[src/rtl/regfile_seq.sv]
// Command sequencer for an external register file: LDI, MOV, SWAP and CLR.
// SWAP is built only when REGFILE_SEQ_SWAP_EN is defined; otherwise op 10 just pulses err.
module regfile_seq #(
  parameter int DW = 16,
  parameter int AW = 3
) (
  input  logic          clk,
  input  logic          rst_n,
  input  logic          cmd_valid,
  output logic          cmd_ready,
  input  logic [1:0]    cmd_op,
  input  logic [AW-1:0] cmd_rd,
  input  logic [AW-1:0] cmd_rs,
  input  logic [DW-1:0] cmd_imm,
  output logic [AW-1:0] rf_readnum,
  output logic [AW-1:0] rf_writenum,
  output logic          rf_write,
  output logic [DW-1:0] rf_data_in,
  input  logic [DW-1:0] rf_data_out,
  output logic          done,
  output logic          err
);

  typedef enum logic [2:0] {IDLE, RD1, RD2, WR1, WR2, CLR} state_t;

  localparam logic [1:0]    OP_LDI   = 2'b00;
  localparam logic [1:0]    OP_MOV   = 2'b01;
  localparam logic [1:0]    OP_SWAP  = 2'b10;
  localparam logic [1:0]    OP_CLR   = 2'b11;
  localparam logic [AW-1:0] CNT_LAST = '1;

  state_t        state_reg, state_next;
  logic [1:0]    op_reg;
  logic [AW-1:0] rd_reg, rs_reg, cnt_reg;
  logic [DW-1:0] imm_reg, tmp_a_reg, tmp_b_reg;
  logic          err_reg, err_next;
  logic          accept;

  assign cmd_ready = (state_reg == IDLE);
  assign accept    = cmd_valid && cmd_ready;
  assign err       = err_reg;

  always_comb begin
    state_next = state_reg;
    err_next   = 1'b0;
    case (state_reg)
      IDLE: begin
        if (accept) begin
          case (cmd_op)
            OP_LDI:  state_next = WR1;
            OP_MOV:  state_next = RD1;
            OP_SWAP: begin
`ifdef REGFILE_SEQ_SWAP_EN
              state_next = RD1;
`else
              err_next = 1'b1;
`endif
            end
            OP_CLR:  state_next = CLR;
          endcase
        end
      end
`ifdef REGFILE_SEQ_SWAP_EN
      RD1: state_next = (op_reg == OP_SWAP) ? RD2 : WR1;
      WR1: state_next = (op_reg == OP_SWAP) ? WR2 : IDLE;
`else
      RD1: state_next = WR1;
      WR1: state_next = IDLE;
`endif
      RD2: state_next = WR1;
      WR2: state_next = IDLE;
      CLR: if (cnt_reg == CNT_LAST) state_next = IDLE;
      default: state_next = IDLE;
    endcase
  end

  always_ff @(posedge clk or negedge rst_n) begin
    if (!rst_n) begin
      state_reg <= IDLE;
      op_reg    <= '0;
      rd_reg    <= '0;
      rs_reg    <= '0;
      imm_reg   <= '0;
      tmp_a_reg <= '0;
      tmp_b_reg <= '0;
      cnt_reg   <= '0;
      err_reg   <= 1'b0;
    end else begin
      state_reg <= state_next;
      err_reg   <= err_next;
      if (accept) begin
        op_reg  <= cmd_op;
        rd_reg  <= cmd_rd;
        rs_reg  <= cmd_rs;
        imm_reg <= cmd_imm;
      end
      if (state_reg == RD1) tmp_a_reg <= rf_data_out;
      if (state_reg == RD2) tmp_b_reg <= rf_data_out;
      // Natural wrap of cnt leaves it at 0 for the next CLR.
      if (state_reg == CLR) cnt_reg <= cnt_reg + 1'b1;
    end
  end

  always_comb begin
    rf_readnum  = '0;
    rf_writenum = '0;
    rf_write    = 1'b0;
    rf_data_in  = '0;
    done        = 1'b0;
    case (state_reg)
      RD1: rf_readnum = rs_reg;
      RD2: rf_readnum = rd_reg;
      WR1: begin
        rf_write    = 1'b1;
        rf_writenum = rd_reg;
        rf_data_in  = (op_reg == OP_LDI) ? imm_reg : tmp_a_reg;
        done        = (op_reg != OP_SWAP);
      end
      WR2: begin
        rf_write    = 1'b1;
        rf_writenum = rs_reg;
        rf_data_in  = tmp_b_reg;
        done        = 1'b1;
      end
      CLR: begin
        rf_write    = 1'b1;
        rf_writenum = cnt_reg;
        done        = (cnt_reg == CNT_LAST);
      end
      default: ;
    endcase
  end

endmodule

[config.mk]
export PLATFORM = sky130hd
export DESIGN_NAME = regfile_seq
export DESIGN_NICKNAME = d
export VERILOG_FILES = /design/src/rtl/regfile_seq.sv
export SDC_FILE = /design/constraint.sdc
export NUM_CORES = 1
export LEC_CHECK = 0
export CELL_PAD_IN_SITES_DETAIL_PLACEMENT = 0
export CELL_PAD_IN_SITES_GLOBAL_PLACEMENT = 1
export CORE_UTILIZATION = 43
export CTS_CLUSTER_DIAMETER = 100
export CTS_CLUSTER_SIZE = 25
export DETAILED_ROUTE_END_ITERATION = 8
export PLACE_DENSITY_LB_ADDON = 0.1
export SYNTH_ARGS = -nofsm -noshare
export SYNTH_HDL_FRONTEND = slang
export SYNTH_SLANG_ARGS = --single-unit
[constraint.sdc]
create_clock -name clk -period 4.65 [get_ports clk]
set_input_delay 0.93 -clock clk [delete_from_list [all_inputs] [get_ports clk]]
set_output_delay 0.93 -clock clk [all_outputs]
set_load 0.02 [all_outputs]
==> results of run 1 <==
==> worst max-delay path, stage by stage (launching register included) <==
cell and delay [ns]:
dfrtp_1 0.55, nor2b_2 0.31, nand2_1 0.44, o21ai_0 0.40
clkdlybuf4s50_1 0.66
==> metrics by stage <==
step / area [µm²] / worst slack [ns] / std cells
6_report: 3870 / 1.03 / 379
5_1_grt: 3870 / 0.844 / 379
4_1_cts: 3870 / 0.985 / 379
3_5_place_dp: 3640 / 1.34 / 363
3_3_place_gp: 3640 / 1.40 / 363
2_1_floorplan: 2920 / 2.18 / 224
==> power groups by stage <==
stage / registers [mW] / clock network (mW) / logic, mW
3_5_place_dp: 1.00 / 0 / 1.20
5_1_grt: 1.03 / 0.563 / 1.28
4_1_cts: 0.994 / 0.534 / 1.21
3_3_place_gp: 0.998 / 0 / 1.19
6_report: 0.991 / 0.523 / 1.19
2_1_floorplan: 0.929 / 0 / 0.859
==> per-layer routing <==
| metal | part of all wire | up-vias | track usage |
|---|---|---|---|
| li1 | - | 953 | - |
| met4 | 0.016 | 0 | 0.0740 |
| met3 | 0.049 | 8 | 0.0442 |
| met1 | 0.49 | 936 | 0.260 |
| met2 | 0.45 | 47 | 0.299 |
| met5 | 0 | - | 0 |
==> final cells by class <==
class	count	area, µm²
Fill cell	592	2590
Sequential cell	63	1580
Multi-Input combinational cell	147	1240
Timing Repair Buffer	74	721
Clock buffer	10	138
Tap cell	77	96.3
Clock inverter	6	83.8
Inverter	2	7.51
==> Yosys cell counts, types with 2 or more instances <==
library cell and n:
dfrtp_1 63, o21ai_0 22, mux2i_1 16, nand2_1 21, a22oi_1 3, mux2_1 7
and2_1 2, buf_2 3, nor2_1 3, ha_1 2, buf_6 3, a22o_1 4
buf_4 5, mux2_2 51, nor2b_1 2
==> cells by family after synthesis <==
group,share of synthesized area
multiplexers,0.279
flip-flops,0.540
AND/OR/NAND/NOR,0.0660
AO/OA/AOI/OAI,0.0699
buffers and inverters,0.0334
adder cells (fa/ha/maj),0.00857
XOR/XNOR,0.00300
==> path summary, 6_finish.rpt <==
check                               from              to  slack, ns  cells after the start
max                         state_reg[1]  rf_data_in[12]       1.03                      4
min                        tmp_a_reg[13]   tmp_a_reg[13]       0.49                      1
max reg2reg                 state_reg[0]       rs_reg[0]       2.59                      4
min reg2reg                tmp_a_reg[13]   tmp_a_reg[13]       0.49                      1
max in group asynchronous          rst_n     imm_reg[15]       3.08                      2
min in group asynchronous          rst_n      imm_reg[2]       0.73                      1
==> results.cfg, run 1 <==
[setup_path]
crit_fanout = 17
required_ns = 3.72
cp.arrival_ns = 2.69
endpoint_kind = output pin
crit_type = reg -> out
crit_path_start_kind = flop

[cells_and_area]
finish.net_count = 342
areaGrowthSynthToFinish_pct = 32.5
drive_gt1_frac = 0.265
n_antenna_cell = 0
final_util = 0.599
final_cell_mix = clkdlybuf4s50_1, dfrtp_1, mux2_2
layout_commonest_cell = clkdlybuf4s50_1

[cts]
ctsResizeCount = 0
cts_htree_levels = 3
clkLatencyLatePin_ns = 0.33
cts_hold_buffers = 0
clk_pin_slew_ns = 0.07
cts_buffers = 9
cts_tree = yes
cts.sinks = 63
cts-root-buf = clkbuf_8
cts_setup_buffers = 0
cts_max_path_buffers = 2

[sta]
max_freq_ghz = 0.276
period_share = 0.778
skew_ns = 0.00669
finalSetupTns_ns = 0
finalMaxSlewViolations = 0
min_period_ns = 3.62
setup_viol = 0
slew_headroom = 0.412
fin_hold_ws_ns = 0.490
final_hold_viol_count = 0
tightestPinTransition_ns = 0.882
rsz0062_at_grt = no

[drt]
drt_iter0_drc = 85
ant_nets = 0
vias_per_cell = 5.13
drt-pass1-iter-count = 9
wl_per_cell_um = 15.9
drc = 4
vias = 1944
postRouteWirelength_um = 6030

[placed_design]
io_buffers = 68
place.gp.congestion = 0.720
dp_hpwl_um = 4110

[synthesis]
ys_types = 32
yosys.area.top_type_share = 0.540
async_flop_share = 1.00
synthCells = 224
ys_ff_latch = 63
ys.flop_type = dfrtp_1
synth_area_leaders = dfrtp_1, mux2_2, mux2i_1
synth-seq-area-share = 0.540
synth_fp_nets = 269
yosys_warnings = 0
syn_avg_cell_area_um2 = 13.0
mappedNetlistArea_um2 = 2920
yosysTopAreaCell = dfrtp_1
synth_edf_count = 0

[grt]
antenna_found_initial = 0
track_usage = 0.191
grt_pass1_vias = 2058
grt_pass1_wl_um = 10400
overflow = 0
grt_max_degree = 41

[min_path]
worstHoldPathType = reg -> reg

[power_and_ir_drop]
power_density_nw_per_um2 = 698
power_leakage_nw = 1.60
p_int_mw = 1.78
total_power_mw = 2.70
pwr-share-comb = 0.439
power_frac_seq = 0.367
irDropWorstVdd_mv = 0.392
switching_power_mw = 0.916
pwr-share-clk = 0.194
sw_frac_of_total = 0.339

[outcome]
violations = DRC
outcome = complete, but fails checks

[floorplan]
initial_core_util = 0.452
dieArea_um2 = 7120
io_pins = 69
die_w_um = 84.4
core_um2 = 6460
die_h_um = 84.4
rows = 29

[job]
drv_cap = 0
Note: power is estimated with default switching activity, not from simulation.
==> run 2: changes to the inputs <==
--- a/config.mk
+++ b/config.mk
@@ -7,7 +7,7 @@
 export LEC_CHECK = 0
 export CELL_PAD_IN_SITES_DETAIL_PLACEMENT = 0
 export CELL_PAD_IN_SITES_GLOBAL_PLACEMENT = 1
-export CORE_UTILIZATION = 43
+export CORE_UTILIZATION = 36
 export CTS_CLUSTER_DIAMETER = 100
 export CTS_CLUSTER_SIZE = 25
 export DETAILED_ROUTE_END_ITERATION = 8
==> constraint.sdc (replaced) <==
create_clock -name clk -period 3.2 [get_ports clk]
set_input_delay 0.64 -clock clk [delete_from_list [all_inputs] [get_ports clk]]
set_output_delay 0.64 -clock clk [all_outputs]
set_load 0.02 [all_outputs]
==> results.cfg, run 2 (same netlist as run 1, synthesis figures left out) <==
[setup_path]
crit_fanout = 11
reg2reg_to = tmp_a_reg[3]
cp.arrival_ns = 2.36
crit_path_start_kind = flop
required_ns = 2.56
reg2regPathDepth = 4
reg2reg_from = state_reg[0]
r2r_slack_ns = 1.20
crit_type = reg -> out
endpoint_kind = output pin

[floorplan]
core_um2 = 7770
initial_core_util = 0.376
rows = 32
io_pins = 69
dieArea_um2 = 8470
die_h_um = 92.0
die_w_um = 92.0

[sta]
min_period_ns = 3.00
skew_ns = 0.00787
final_hold_viol_count = 0
finalWorstSetupSlack_ns = 0.196
finalMaxSlewViolations = 0
period_share = 0.939
finalSetupTns_ns = 0
rsz0062_at_grt = no
slew_headroom = 0.561
setup_viol = 0
max_freq_ghz = 0.333
tightestPinTransition_ns = 0.658

[placed_design]
place.gp.congestion = 0.773
dp_hpwl_um = 4430
dpl_cell_area_um2 = 3700
placed_cells = 391
io_buffers = 68
pre_cts_slack_ns = 0.367

[power_and_ir_drop]
irDropWorstVdd_mv = 0.401
p_int_mw = 2.61
power_leakage_nw = 1.61
pwr-share-clk = 0.194
power_density_nw_per_um2 = 1010
sw_frac_of_total = 0.341
pwr-share-comb = 0.442
switching_power_mw = 1.35
power_frac_seq = 0.364

[drt]
vias_per_cell = 4.90
drt_iter0_drc = 83
ant_nets = 0
postRouteWirelength_um = 6430
drc = 0
drt-pass1-iter-count = 4
vias = 1996
wl_per_cell_um = 15.8

[cells_and_area]
drive_gt1_frac = 0.279
finish.net_count = 345
design_area_um2 = 3920
fin_cells = 407
final_util = 0.505
n_antenna_cell = 0
layout_commonest_cell = clkdlybuf4s50_1
areaGrowthSynthToFinish_pct = 34.5
fillers = 727
final_cell_mix = clkdlybuf4s50_1, dfrtp_1, mux2_2

[cts]
cts-root-buf = clkbuf_8
cts_hold_buffers = 0
cts.sinks = 63
cts_buffers = 9
cts_max_path_buffers = 2
cts_tree = yes
clk_pin_slew_ns = 0.07
cts_htree_levels = 3
clkLatencyLatePin_ns = 0.34
cts_setup_buffers = 0

[min_path]
worstHoldPathType = in -> async

[grt]
antenna_found_initial = 0
track_usage = 0.166
grt_max_degree = 29
grt_pass1_wl_um = 10600
grt_pass1_vias = 2077
overflow = 0

[job]
drv_cap = 0

[outcome]
outcome = finished clean
==> run 2: changes by cell type in the layout (fill, tap and decap cells not counted) <==
cell     delta
buf_4       +3
dfrtp_2     +1
nand2_1     -1
nand2_2     +1
dfrtp_1     -1
==> run 2: metal layers <==
metal	GRT usage	share of wire	vias to the layer above
met4	0.0742	0.014	0
li1	-	-	954
met2	0.261	0.45	46
met1	0.221	0.49	989
met5	0	0	-
met3	0.0323	0.043	7
==> run 2: layout make-up <==
cell class | count | area (µm²) | area share
sequential | 63 | 1580 | 0.402
clock inverter | 6 | 83.8 | 0.0214
tap | 102 | 128 | 0.0325
clock buffer | 10 | 138 | 0.0351
timing repair buffer | 77 | 743 | 0.189
inverter | 2 | 7.51 | 0.00191
multi-input combinational | 147 | 1250 | 0.318
==> run 2: how the worst max path moves through the flow <==
stage,from,to
after floorplan,state_reg[2],done
after global placement,state_reg[1],rf_data_in[12]
after detailed placement,state_reg[1],rf_data_in[14]
final,state_reg[0],rf_readnum[0]
after global routing,state_reg[2],rf_data_in[12]
after CTS,state_reg[2],rf_data_in[14]
==> run 2: power by group through the flow <==
stage | sequential (mW) | combinational [mW] | clock [mW]
finish | 1.44 | 1.75 | 0.769
detailed placement | 1.45 | 1.77 | 0
floorplan | 1.35 | 1.25 | 0
global placement | 1.45 | 1.76 | 0
global route | 1.49 | 1.89 | 0.824
CTS | 1.44 | 1.78 | 0.788
==> run 2: per-stage QoR <==
stage	power, mW	hold slack (ns)
global route	4.21	0.392
CTS	4.00	0.349
floorplan	2.60	0.344
detailed placement	3.22	0.474
finish	3.95	0.330
global placement	3.21	0.468
==> run 2: worst max-delay path, stage by stage (launching register included) <==
cell             delay, ns
dfrtp_1               0.60
inv_2                 0.16
nor3_4                0.45
a22o_1                0.21
clkdlybuf4s50_1       0.60
==> run 2: timing repair <==
item	4_1_cts	5_1_grt
setup endpoints to repair	1	9
resized for setup	1	1
endpoints found under the hold margin	0	0
==> run 3: changes to the inputs <==
--- a/config.mk
+++ b/config.mk
@@ -7,8 +7,8 @@
 export LEC_CHECK = 0
 export CELL_PAD_IN_SITES_DETAIL_PLACEMENT = 0
 export CELL_PAD_IN_SITES_GLOBAL_PLACEMENT = 1
-export CORE_UTILIZATION = 36
-export CTS_CLUSTER_DIAMETER = 100
+export CORE_MARGIN = 2
+export CORE_UTILIZATION = 40
 export CTS_CLUSTER_SIZE = 25
 export DETAILED_ROUTE_END_ITERATION = 8
 export PLACE_DENSITY_LB_ADDON = 0.1
==> constraint.sdc (replaced) <==
create_clock -name clk -period 2.8 [get_ports clk]
set_input_delay 0.56 -clock clk [delete_from_list [all_inputs] [get_ports clk]]
set_output_delay 0.56 -clock clk [all_outputs]
set_load 0.02 [all_outputs]
==> results.cfg, run 3 (same netlist as run 1, synthesis figures left out) <==
[outcome]
outcome = finished clean

[cts]
cts_hold_buffers = 0
cts_tree = yes
clkLatencyLatePin_ns = 0.33
cts_htree_levels = 3
cts_buffers = 9
cts.sinks = 63
cts-root-buf = clkbuf_8
clk_pin_slew_ns = 0.07
cts_max_path_buffers = 2

[sta]
max_freq_ghz = 0.368
setup_viol = 0
finalMaxSlewViolations = 0
final_hold_viol_count = 0
tightestPinTransition_ns = 0.624
skew_ns = 0.00537
slew_headroom = 0.584
min_period_ns = 2.72
finalSetupTns_ns = 0
period_share = 0.971
rsz0062_at_grt = no

[cells_and_area]
finish.net_count = 349
final_util = 0.549
design_area_um2 = 3940
drive_gt1_frac = 0.276
n_antenna_cell = 0
multi_input_area_um2 = 1250
layout_commonest_cell = dfrtp_1
areaGrowthSynthToFinish_pct = 35.0
fillers = 619
regArea_um2 = 1580
final_cell_mix = dfrtp_1, clkdlybuf4s50_1, mux2_2
fin_cells = 407

[power_and_ir_drop]
power_leakage_nw = 1.70
pwr-share-comb = 0.471
power_density_nw_per_um2 = 1120
pwr-share-clk = 0.162
sw_frac_of_total = 0.346
irDropWorstVdd_mv = 0.425
power_frac_seq = 0.367
p_int_mw = 2.88
switching_power_mw = 1.53

[job]
drv_cap = 0

[placed_design]
dpl_cell_area_um2 = 3750
placed_cells = 392
io_buffers = 68
place.gp.congestion = 0.740
dp_hpwl_um = 4480

[setup_path]
critical-path-max-stage-delay_ns = 0.64
critical-path-slowest-cell = clkdlybuf4s50_1
endpoint_kind = output pin
startpoint = state_reg[2]
reg2reg_from = state_reg[0]
crit_fanout = 10
crit_chain = nor2b_2, nand2_1, buf_4, o21ai_0, clkdlybuf4s50_1
cp.arrival_ns = 2.16
crit_type = reg -> out
required_ns = 2.24
crit_path_start_kind = flop

[grt]
track_usage = 0.169
grt_pass1_wl_um = 10000
antenna_found_initial = 0
grt_max_degree = 39
grt_pass1_vias = 2028
overflow = 0

[drt]
drt-pass1-iter-count = 4
vias_per_cell = 4.93
drt_iter0_drc = 61
drc = 0
postRouteWirelength_um = 6420
ant_nets = 0
wl_per_cell_um = 15.8
vias = 2006

[floorplan]
die_h_um = 89.4
io_pins = 69
dieArea_um2 = 7990
initial_core_util = 0.407
rows = 31
core_um2 = 7180
die_w_um = 89.4

[min_path]
worstHoldPathType = in -> async
[run 3: timing repair]
| item | in CTS | in global routing |
|---|---|---|
| setup endpoints to repair | 6 | 18 |
| hold endpoints to repair | 0 | 0 |
| setup buffers | 0 | 0 |
| resized for setup | 4 | 6 |
[run 3: layer usage]
| metal | global-route usage | part of all wire |
|---|---|---|
| met1 | 0.228 | 0.47 |
| met2 | 0.267 | 0.47 |
| met3 | 0.0332 | 0.042 |
| met4 | 0.0692 | 0.014 |
| met5 | 0 | 0 |
[run 3: worst max-delay path: cells and delay by family (launching register included)]
kind            cells  cell delay [ns]
compound gates      1             0.19
buf+inv             2             0.85
flops               1             0.48
simple gates        2             0.30
[run 3: worst paths after layout]
| path | cells past startpoint | slack (ns) | end |
|---|---|---|---|
| max | 5 | 0.08 | rf_data_in[13] |
| min | 1 | 0.24 | err |
| max reg2reg | 5 | 0.99 | imm_reg[12] |
| min reg2reg | 1 | 0.49 | tmp_a_reg[1] |
| max in group asynchronous | 2 | 1.94 | tmp_b_reg[5] |
| min in group clk | 1 | 0.49 | tmp_a_reg[1] |
[run 3: area by class of cell]
cell class / count / share of cell area
Clock buffer: 15 / 0.0448
Inverter: 2 / 0.00191
Multi-Input combinational cell: 147 / 0.316
Sequential cell: 63 / 0.401
Tap cell: 99 / 0.0314
Timing Repair Buffer: 81 / 0.205
[run 3: power groups by stage]
stage,Sequential (mW),Clock [mW],Combinational (mW)
6_report,1.62,0.715,2.08
2_1_floorplan,1.54,0,1.43
3_3_place_gp,1.62,0,2.11
4_1_cts,1.62,0.736,2.13
3_5_place_dp,1.63,0,2.14
5_1_grt,1.68,0.777,2.25
[run 3: through the flow]
stage          hold slack (ns)  total power [mW]  worst slack (ns)
3_3_place_gp             0.469              3.74             0.273
2_1_floorplan            0.264              2.97             0.705
3_5_place_dp             0.474              3.77             0.316
6_report                 0.243              4.41            0.0823
4_1_cts                  0.263              4.48            0.0157
5_1_grt                  0.281              4.71           0.00265
